`src/rtl/shift_pkg.sv`:
```
// Shared types and constants for the serial-to-parallel deserializer.
package shift_pkg;

  localparam int unsigned DEFAULT_WIDTH = 8;

  typedef enum logic {
    IDLE  = 1'b0,
    SHIFT = 1'b1
  } state_t;

  // Map an arrival position to a word bit index under the given bit order.
  function automatic int unsigned bit_index(input int unsigned pos,
                                            input int unsigned width,
                                            input logic        lsb_first);
    return lsb_first ? pos : (width - 1 - pos);
  endfunction

endpackage

```
`src/rtl/sipo_stage.sv`:
```
// WIDTH-bit capture register: writes one bit per strobe at an order-mapped position.
module sipo_stage
  import shift_pkg::*;
#(
  parameter int unsigned WIDTH = DEFAULT_WIDTH,
  localparam int unsigned CW   = $clog2(WIDTH) + 1
) (
  input  logic             clk,
  input  logic             reset,
  input  logic             wr_en,
  input  logic             wr_start,
  input  logic [CW-1:0]    wr_pos,
  input  logic             wr_bit,
  input  logic             lsb_first,
  output logic [WIDTH-1:0] word,
  output logic [WIDTH-1:0] word_next_c
);

  logic [WIDTH-1:0] word_q;
  int unsigned      idx_c;

  // Start of a word wipes stale bits so the register only holds the current frame.
  always_comb begin
    word_next_c = wr_start ? '0 : word_q;
    idx_c       = bit_index(32'(wr_pos), WIDTH, lsb_first);
    for (int unsigned i = 0; i < WIDTH; i++) begin
      if (i == idx_c) word_next_c[i] = wr_bit;
    end
  end

  always_ff @(posedge clk or posedge reset) begin
    if (reset)      word_q <= '0;
    else if (wr_en) word_q <= word_next_c;
  end

  assign word = word_q;

endmodule

```
`src/rtl/shift_deserializer.sv`:
```
// Serial-to-parallel deserializer with frame alignment, valid/ready handoff and overrun flag.
module shift_deserializer
  import shift_pkg::*;
#(
  parameter int unsigned WIDTH = DEFAULT_WIDTH
) (
  input  logic             clk,
  input  logic             reset,
  input  logic             ser_in,
  input  logic             ser_valid,
  input  logic             frame_start,
  input  logic             lsb_first,
  output logic [WIDTH-1:0] out_data,
  output logic             out_valid,
  input  logic             out_ready,
  output logic             busy,
  output logic             overrun,
  input  logic             clear_ovr
);

  localparam int unsigned CW = $clog2(WIDTH) + 1;

  state_t           state_q, state_d;
  logic [CW-1:0]    count_q, count_d;
  logic             order_q;
  logic             cap_en, cap_start, word_done;
  logic [CW-1:0]    cap_pos;
  logic [WIDTH-1:0] cap_word, cap_word_next;
  logic             transfer, drop;

  sipo_stage #(.WIDTH(WIDTH)) u_sipo (
    .clk         (clk),
    .reset       (reset),
    .wr_en       (cap_en),
    .wr_start    (cap_start),
    .wr_pos      (cap_pos),
    .wr_bit      (ser_in),
    .lsb_first   (cap_start ? lsb_first : order_q),
    .word        (cap_word),
    .word_next_c (cap_word_next)
  );

  always_ff @(posedge clk or posedge reset) begin
    if (reset) begin
      state_q <= IDLE;
      count_q <= '0;
      order_q <= 1'b0;
    end else begin
      state_q <= state_d;
      count_q <= count_d;
      if (cap_start) order_q <= lsb_first;
    end
  end

  // Frame start always wins, so a restart inside SHIFT behaves like a fresh start.
  always_comb begin
    state_d   = state_q;
    count_d   = count_q;
    cap_en    = 1'b0;
    cap_start = 1'b0;
    cap_pos   = count_q;
    word_done = 1'b0;
    if (ser_valid && frame_start) begin
      cap_en    = 1'b1;
      cap_start = 1'b1;
      cap_pos   = '0;
      count_d   = CW'(1);
      state_d   = SHIFT;
    end else if (ser_valid && state_q == SHIFT) begin
      cap_en = 1'b1;
      if (count_q == CW'(WIDTH - 1)) begin
        word_done = 1'b1;
        count_d   = '0;
        state_d   = IDLE;
      end else begin
        count_d = count_q + CW'(1);
      end
    end
  end

  assign transfer = out_valid && out_ready;
  assign drop     = word_done && out_valid && !out_ready;

  always_ff @(posedge clk or posedge reset) begin
    if (reset) begin
      out_data  <= '0;
      out_valid <= 1'b0;
      overrun   <= 1'b0;
    end else begin
      if (word_done && (!out_valid || out_ready)) begin
        out_data  <= cap_word_next;
        out_valid <= 1'b1;
      end else if (transfer) begin
        out_valid <= 1'b0;
      end
      if (drop)           overrun <= 1'b1;
      else if (clear_ovr) overrun <= 1'b0;
    end
  end

  assign busy = (state_q == SHIFT);

endmodule

```
`config.mk`:
```
export PLATFORM = sky130hd
export DESIGN_NAME = shift_deserializer
export DESIGN_NICKNAME = d
export VERILOG_FILES = /design/src/rtl/shift_pkg.sv /design/src/rtl/sipo_stage.sv /design/src/rtl/shift_deserializer.sv
export SDC_FILE = /design/constraint.sdc
export NUM_CORES = 1
export LEC_CHECK = 0
export BUFFER_PORTS_ARGS = -buffer_cell sky130_fd_sc_hd__clkbuf_2
export CAP_MARGIN = 20
export CORE_ASPECT_RATIO = 0.7
export CORE_MARGIN = 2
export CORE_UTILIZATION = 25
export DETAILED_ROUTE_END_ITERATION = 6
export GPL_ROUTABILITY_DRIVEN = 0
export SLEW_MARGIN = 20
export SYNTH_ARGS = -nofsm -noshare
export SYNTH_HDL_FRONTEND = slang
export SYNTH_SLANG_ARGS = --single-unit
```
`constraint.sdc`:
```
create_clock -name clk -period 1.75 [get_ports clk]
set_input_delay 0.175 -clock clk [delete_from_list [all_inputs] [get_ports clk]]
set_output_delay 0.175 -clock clk [all_outputs]
set_load 0.01 [all_outputs]
```
Yosys cells after proc, flatten, opt, wreduce, memory -nomap -nowiden

Index checks and enable logic that the tools add are counted.

Bits in registers: 24
Input port bits: 8
Output and inout port bits: 11

$add $sub $neg: 2
Eq/ne operators: 8
Mux-type cells: 28
Reductions and logical operators: 15

Operators by type and width:

| cell                  | number |
|---|---|
| $eq A3 B32 Y1 const A | 4 |
| $eq A2 B32 Y1 const A | 2 |
| $eq A1 B32 Y1 const A | 1 |
| $logic_not A32 Y1     | 1 |
| $mux W32              | 1 |
| $mux W1               | 22 |
| $mux W4               | 4 |
| $mux W8               | 1 |
| $reduce_bool A2 Y1    | 4 |
| $logic_and A1 B1 Y1   | 6 |
| $sub A3 B4 Y5 const A | 1 |
| $add A4 B1 Y4 const B | 1 |
| $eq A4 B3 Y1 const B  | 1 |
| $logic_not A1 Y1      | 2 |
| $reduce_and A2 Y1     | 1 |
| $logic_or A1 B1 Y1    | 1 |

Logic depth before layout (Yosys ltp)

Gate-level depths: netlist (run 1).

Depth in word-level cells: 7
Depth in mapped cells: 6
Gate-level depth less buffers: 5

Modules after synthesis

A second synthesis (run 1) with hierarchy kept.

Cells, all modules: 145
Area total of the unflattened synthesis: 1481.4 um2

Modules (own cells, without submodules):

| module             | instances | cells each | area each (um2) | sequential area each (um2) |
|---|---|---|---|---|
| sipo_stage         | 1         | 85         | 753.2           | 200.2 |
| shift_deserializer | 1         | 60         | 728.2           | 400.4 |

Worst setup path before layout (run 1)

Ideal clock, no wire load.

Path kind: reg-to-reg
Start: reg count_q[0]
End: reg u_sipo.word_q[1] (netlist: u_sipo.word[1])
Library setup time: 122 ps
Arrival: 1437 ps
Slack: 192 ps
Stages on the path, launching flop included: 6
Buffers on the path: 1
Path through: dfrtp_1 > buf_6 > or3b_4 > a211oi_1 > o21ai_1 > a32o_1

Word-level cells in the longest chain between the ends: 5

RTL lines:

| element                | RTL line                 | RTL |
|---|---|---|
| start, declared        | shift_deserializer.sv:24 | `logic [CW-1:0] count_q, count_d;` |
| start signal, assigned | shift_deserializer.sv:50 | `count_q <= count_d;` |
| $mux W4 (*)            | shift_deserializer.sv:63 | `if (ser_valid && frame_start) begin` |
| $sub A3 B4 Y5          | shift_pkg.sv:15          | `return lsb_first ? pos : (width - 1 - pos);` |
| $mux W32 (*)           | shift_pkg.sv:15          |  |
| $eq A1 B32 Y1 (*)      | sipo_stage.sv:27         | `if (i == idx_c) word_next_c[i] = wr_bit;` |
| $mux W1 (*)            | sipo_stage.sv:27         |  |
| end signal, assigned   | sipo_stage.sv:33         | `else if (wr_en) word_q <= word_next_c;` |
| end, declared          | sipo_stage.sv:19         | `logic [WIDTH-1:0] word_q;` |

Mark *: on every way between the ends. The rest lies on a longest branch, timed or not.
A chain may end at the register's enable or synchronous reset.

Worst setup path after layout (run 1)

Start: reg count_q[0]
End: reg u_sipo.word_q[5] (netlist: u_sipo.word[5])

Word-level cells in the longest chain between the ends: 5

RTL lines:

| element           | RTL line |
|---|---|
| $mux W4 (*)       | shift_deserializer.sv:63 |
| $sub A3 B4 Y5     | shift_pkg.sv:15 |
| $mux W32 (*)      | shift_pkg.sv:15 |
| $eq A3 B32 Y1 (*) | sipo_stage.sv:27 |
| $mux W1 (*)       | sipo_stage.sv:27 |

Marked as above.

==> results of run 1 <==
[worst max-delay path by stage]
stage / start / endpoint / slack, ns / depth (start not counted)
global placement: count_q[1]$_DFFE_PP0P_ / u_sipo.word[5]$_DFFE_PP0P_ / 0.08 / 4
detailed placement: count_q[0]$_DFFE_PP0P_ / u_sipo.word[2]$_DFFE_PP0P_ / 0.1 / 4
global route: count_q[0]$_DFFE_PP0P_ / u_sipo.word[1]$_DFFE_PP0P_ / 0.03 / 4
CTS: count_q[0]$_DFFE_PP0P_ / u_sipo.word[5]$_DFFE_PP0P_ / 0.1 / 4
floorplan: count_q[0]$_DFFE_PP0P_ / u_sipo.word[1]$_DFFE_PP0P_ / 0.19 / 5
finish: count_q[0]$_DFFE_PP0P_ / u_sipo.word[5]$_DFFE_PP0P_ / 0.13 / 4
[registers in the layout, summed over array words and instances (netlist names)]
signal,count
busy,1
count_q,4
order_q,1
out_data,8
out_valid,1
overrun,1
u_sipo.word,8
[kinds of logic after synthesis]
| group | share of synthesized area, % |
|---|---|
| adders and majority gates | 0.902 |
| AOI/OAI and AO/OA | 23.7 |
| DFF | 43.3 |
| xor gates and xnor gates | 1.26 |
| and+or+nand+nor | 22.7 |
| buffers and inverters | 6.67 |
| muxes | 1.44 |
[critical path, cell delays in order, from the launching register on]
cell and delay, ns:
dfrtp_2 0.48, or3b_4 0.42, a211oi_1 0.31, o21ai_1 0.09, a32o_1 0.20
[power breakdown]
group / leakage, nW / switching (W) / internal [W]
Sequential: 0.310 / 0.000121 / 0.000713
Clock: 0.0288 / 0.000185 / 0.000201
Combinational: 0.412 / 0.000349 / 0.000294
[layout by cell type, fill, tap and decap left out, types with 2 or more instances in the layout]
cell       Yosys  layout
a211oi_1       4       4
a21oi_1       12      12
a31oi_1        3       3
a32o_1         4       4
and3_1         3       3
buf_4          3       6
clkbuf_2       0      18
clkbuf_8       1       4
dfrtp_1       24      21
dfrtp_2        0       3
inv_1          6       6
mux2i_1        2       2
nand2_1       13      13
nand2b_1       2       2
nand3b_1       8       8
nor2_1        13      13
nor3_1         2       2
o211a_1        2       2
o211ai_1       2       2
o21ai_0       12      12
o21ai_1        3       3
o22ai_1        3       3
o2bb2ai_1      3       3
or3b_4         2       2
[routing by layer]
metal | track usage [%] | routed length [µm]
met1 | 16.4 | 1720
met2 | 16.8 | 1260
met3 | 3.53 | 154
met4 | 2.21 | 21
met5 | 0 | 0
[timing repair]
item	in CTS	in global routing
hold buffers	1	0
buffers inserted	0	0
setup endpoints to repair	0	5
gates resized for setup	0	4
hold endpoints to repair	24	0
[final cells by class]
type	instances	area share, %
Sequential cell	24	37.3
Inverter	6	1.39
Clock buffer	4	3.40
Timing Repair Buffer	25	8.96
Multi-Input combinational cell	111	43.4
Tap cell	72	5.56
[metrics by stage]
stage / cell area (µm²) / power [W]
2_1_floorplan: 1390 / 0.00130
3_3_place_gp: 1540 / 0.00147
3_5_place_dp: 1540 / 0.00148
4_1_cts: 1610 / 0.00188
5_1_grt: 1620 / 0.00201
6_report: 1620 / 0.00186
==> flow_summary.ini, run 1 <==
[yosys]
netlist_area_um2 = 1390
netlist_instances = 150
synth_cell_type_count = 42
ys.flop_type = dfrtp_1
synth.most_common_cell = dfrtp_1
async_flop_share_pct = 100
synthTopCellsByArea = dfrtp_1, a21oi_1, o21ai_0, nand3b_1, nand2_1
synth_nets = 159
synth_common_cells = dfrtp_1, nand2_1, nor2_1
yosysTopAreaCell = dfrtp_1
synth_edf_count = 0
yosys_warnings = 0
syn_avg_cell_area_um2 = 9.25
yosysSeqAreaShare_pct = 43.3
ys_seq_elements = 24
synth_top_cell_area_share_pct = 43.3

[clocking]
root_buffer = clkbuf_8
clk_pin_slew_ns = 0.08
cts.sinks = 24
clock_latency_ns = 0.27
cts_buffers = 3
htreeDepth = 1
clockBufferDepth = 2
cts_tree = done

[drt]
drtIter0Drc = 58
ant_nets = 0
drcViolationCount = 0
finalWirelength_mm = 3.15
wl_per_cell_um = 13.0
vias = 1178
drt_pass1_iterations = 4
routed_via_density = 4.87

[sta]
setup_violations = 0
tns_ns = 0
slew_headroom_pct = 70.0
holdWs_ns = 0.0808
clock.fmax_mhz = 617
fin_skew_ns = 0.00443
rsz0062_at_grt = no
maxSlewViolCount = 0
finalCritPeriodShare_pct = 92.6
min_period_ns = 1.62
hold_violations = 0
max_slew.worst_pin.slew_ns = 0.448
timing.final.ws_setup_ns = 0.129

[placement]
dp_hpwl_mm = 2.35
dp_slack_ns = 0.0960
io_buffers = 18
place_inst = 237

[critical_path]
r2r-start = count_q[0]$_DFFE_PP0P_
rr_worst_depth = 4
crit_arrival_ns = 1.78
crit_fanout = 12
crit_type = flop to flop
reg2reg_to = u_sipo.word[5]$_DFFE_PP0P_
cp-start-kind = flop
crit_required_ns = 1.91
rrSetupSlack_ns = 0.13
endpoint_kind = flop

[floorplan]
rows = 22
pin_count = 19
die_y_um = 66.3
start_util_pct = 26.3
die_w_um = 93.0
floorplan.core_area_um2 = 5290
die_area_um2 = 6170

[final_layout]
stdcell_count = 242
area_growth_pct = 16.7
diodes = 0
seq_area_um2 = 604
layout.nets = 180
multiInputGateArea_um2 = 702
final_util_pct = 30.6
fill_cells = 576
drive_above_1_share_pct = 24.1

[min_path]
hold_end = overrun$_DFFE_PP0P_
min_from = clear_ovr
holdCritPathClass = input port to flop
min_path_cells = 2

[run_status]
status = complete, no violations

[power]
leakage_nw = 0.751
p_per_area_nw_per_um2 = 1150
ir_drop_uv = 288

[global_routing]
grt_pass1_wl_mm = 5.46
grt_max_degree = 25
antenna_found_initial = 0
grt_overflow = 0
grt_pass1_vias = 1096
grtUsageTotal_pct = 11.4

[job]
drv_cap = 0
Note: power is estimated with default switching activity, not from simulation.
==> run 2: changes to the inputs <==
- BUFFER_PORTS_ARGS: -buffer_cell sky130_fd_sc_hd__clkbuf_2 -> -buffer_cell sky130_fd_sc_hd__buf_2
- clock period: 1.75 -> 1.35 ns (I/O delays scaled with it)
==> flow_summary.ini, run 2 (same netlist as run 1, synthesis figures left out) <==
[sta]
rsz0062_at_grt = yes
min_period_ns = 1.53
hold_violations = 0
setup_violations = 19
finalCritPeriodShare_pct = 113
timing.final.ws_setup_ns = -0.180
max_slew.worst_pin.slew_ns = 0.375
fin_skew_ns = 0.00289
holdWs_ns = 0.0428
maxSlewViolCount = 0
slew_headroom_pct = 74.9
tns_ns = -2.15
clock.fmax_mhz = 654

[final_layout]
final_cell_mix = dfrtp_1, buf_4, buf_2
drive_above_1_share_pct = 34.2
area_growth_pct = 26.7
layout.nets = 195
final_common_cell = dfrtp_1
design_area_um2 = 1760
diodes = 0
fill_cells = 572
seq_area_um2 = 604
multiInputGateArea_um2 = 734

[power]
ir_drop_uv = 413
p_per_area_nw_per_um2 = 1420
leakage_nw = 0.825
p_total_w = 0.00250

[clocking]
clockBufferDepth = 2
cts.sinks = 24
htreeDepth = 1
cts_tree = done
clk_pin_slew_ns = 0.08
root_buffer = clkbuf_8
cts_buffers = 3
clock_latency_ns = 0.27

[drt]
wl_per_cell_um = 13.9
ant_nets = 0
routed_via_density = 4.85
drcViolationCount = 0
drtIter0Drc = 82
vias = 1242
finalWirelength_mm = 3.55
drt_pass1_iterations = 4

[critical_path]
crit_fanout = 6
r2r-start = order_q$_DFF_PP0_
rr_worst_depth = 4
reg2reg_to = u_sipo.word[6]$_DFFE_PP0P_
rrSetupSlack_ns = -0.18
cp-start-kind = flop
crit_type = flop to flop
crit_required_ns = 1.51
endpoint_kind = flop
crit_arrival_ns = 1.69

[placement]
io_buffers = 18
dp_hpwl_mm = 2.59
dp_slack_ns = -0.210
placed_area_um2 = 1650

[global_routing]
grt_pass1_wl_mm = 6.02
grtUsageTotal_pct = 12.6
grt_max_degree = 25
antenna_found_initial = 0
grt_pass1_vias = 1255
grt_overflow = 0

[min_path]
min_from = clear_ovr
hold_end = overrun$_DFFE_PP0P_
min_path_cells = 2
holdCritPathClass = input port to flop

[floorplan]
start_util_pct = 26.3
die_y_um = 66.3
pin_count = 19
floorplan.core_area_um2 = 5290
die_w_um = 93.0
rows = 22
die_area_um2 = 6170

[run_status]
failed_checks = setup timing
status = finished with violations

[job]
drv_cap = 0
[run 2: cell count changes in the layout (fill, tap and decap cells not counted), sizes merged]
cell,delta
clkbuf,-19
buf,+33
[run 2: power breakdown]
part           switching [W]  total, W  internal (W)
clock network       0.000228  0.000428      0.000200
logic               0.000525   0.00101      0.000488
registers           0.000139   0.00106      0.000925
[run 2: layer usage]
metal / vias up / share of wire (%) / GRT usage (%)
met5: - / 0 / 0
li1: 614 / - / -
met3: 4 / 3.4 / 3.88
met1: 607 / 51 / 16.4
met4: 0 / 0.87 / 3.31
met2: 17 / 44 / 20.4
[run 2: area by class of cell]
type                       instances  share of cell area, %
clock buffer                       3                   2.35
timing repair buffer              40                   15.1
sequential                        24                   34.4
tap                               72                   5.12
multi-input combinational        111                   41.8
inverter                           6                   1.28
[run 2: per-stage QoR]
stage          std cells  util (%)
2_1_floorplan        150         -
3_3_place_gp         249      31.3
3_5_place_dp         249      31.3
4_1_cts              255      32.9
5_1_grt              256      33.3
6_report             256      33.3
[run 2: worst max path at each step]
stage / startpoint / to / depth (start not counted) / slack (ns)
finish: order_q$_DFF_PP0_ / u_sipo.word[6]$_DFFE_PP0P_ / 4 / -0.18
floorplan: order_q$_DFF_PP0_ / u_sipo.word[2]$_DFFE_PP0P_ / 5 / -0.15
detailed placement: order_q$_DFF_PP0_ / u_sipo.word[0]$_DFFE_PP0P_ / 5 / -0.21
global route: count_q[0]$_DFFE_PP0P_ / u_sipo.word[1]$_DFFE_PP0P_ / 4 / -0.27
CTS: count_q[0]$_DFFE_PP0P_ / u_sipo.word[1]$_DFFE_PP0P_ / 4 / -0.16
global placement: order_q$_DFF_PP0_ / u_sipo.word[2]$_DFFE_PP0P_ / 4 / -0.18
[run 2: worst max-delay path, stage by stage, from the launching register on]
cell and delay, ns:
dfrtp_2 0.48, or3b_4 0.44, a211oi_2 0.23, o21ai_1 0.08
a32o_1 0.20
[run 2: timing repair]
action / in CTS / in global routing
hold buffers: 1 / 0
pin swaps: 5 / 0
setup buffers: 2 / 1
setup endpoints to repair: 20 / 20
resized for setup: 13 / 3
endpoints found under the hold margin: 24 / 0
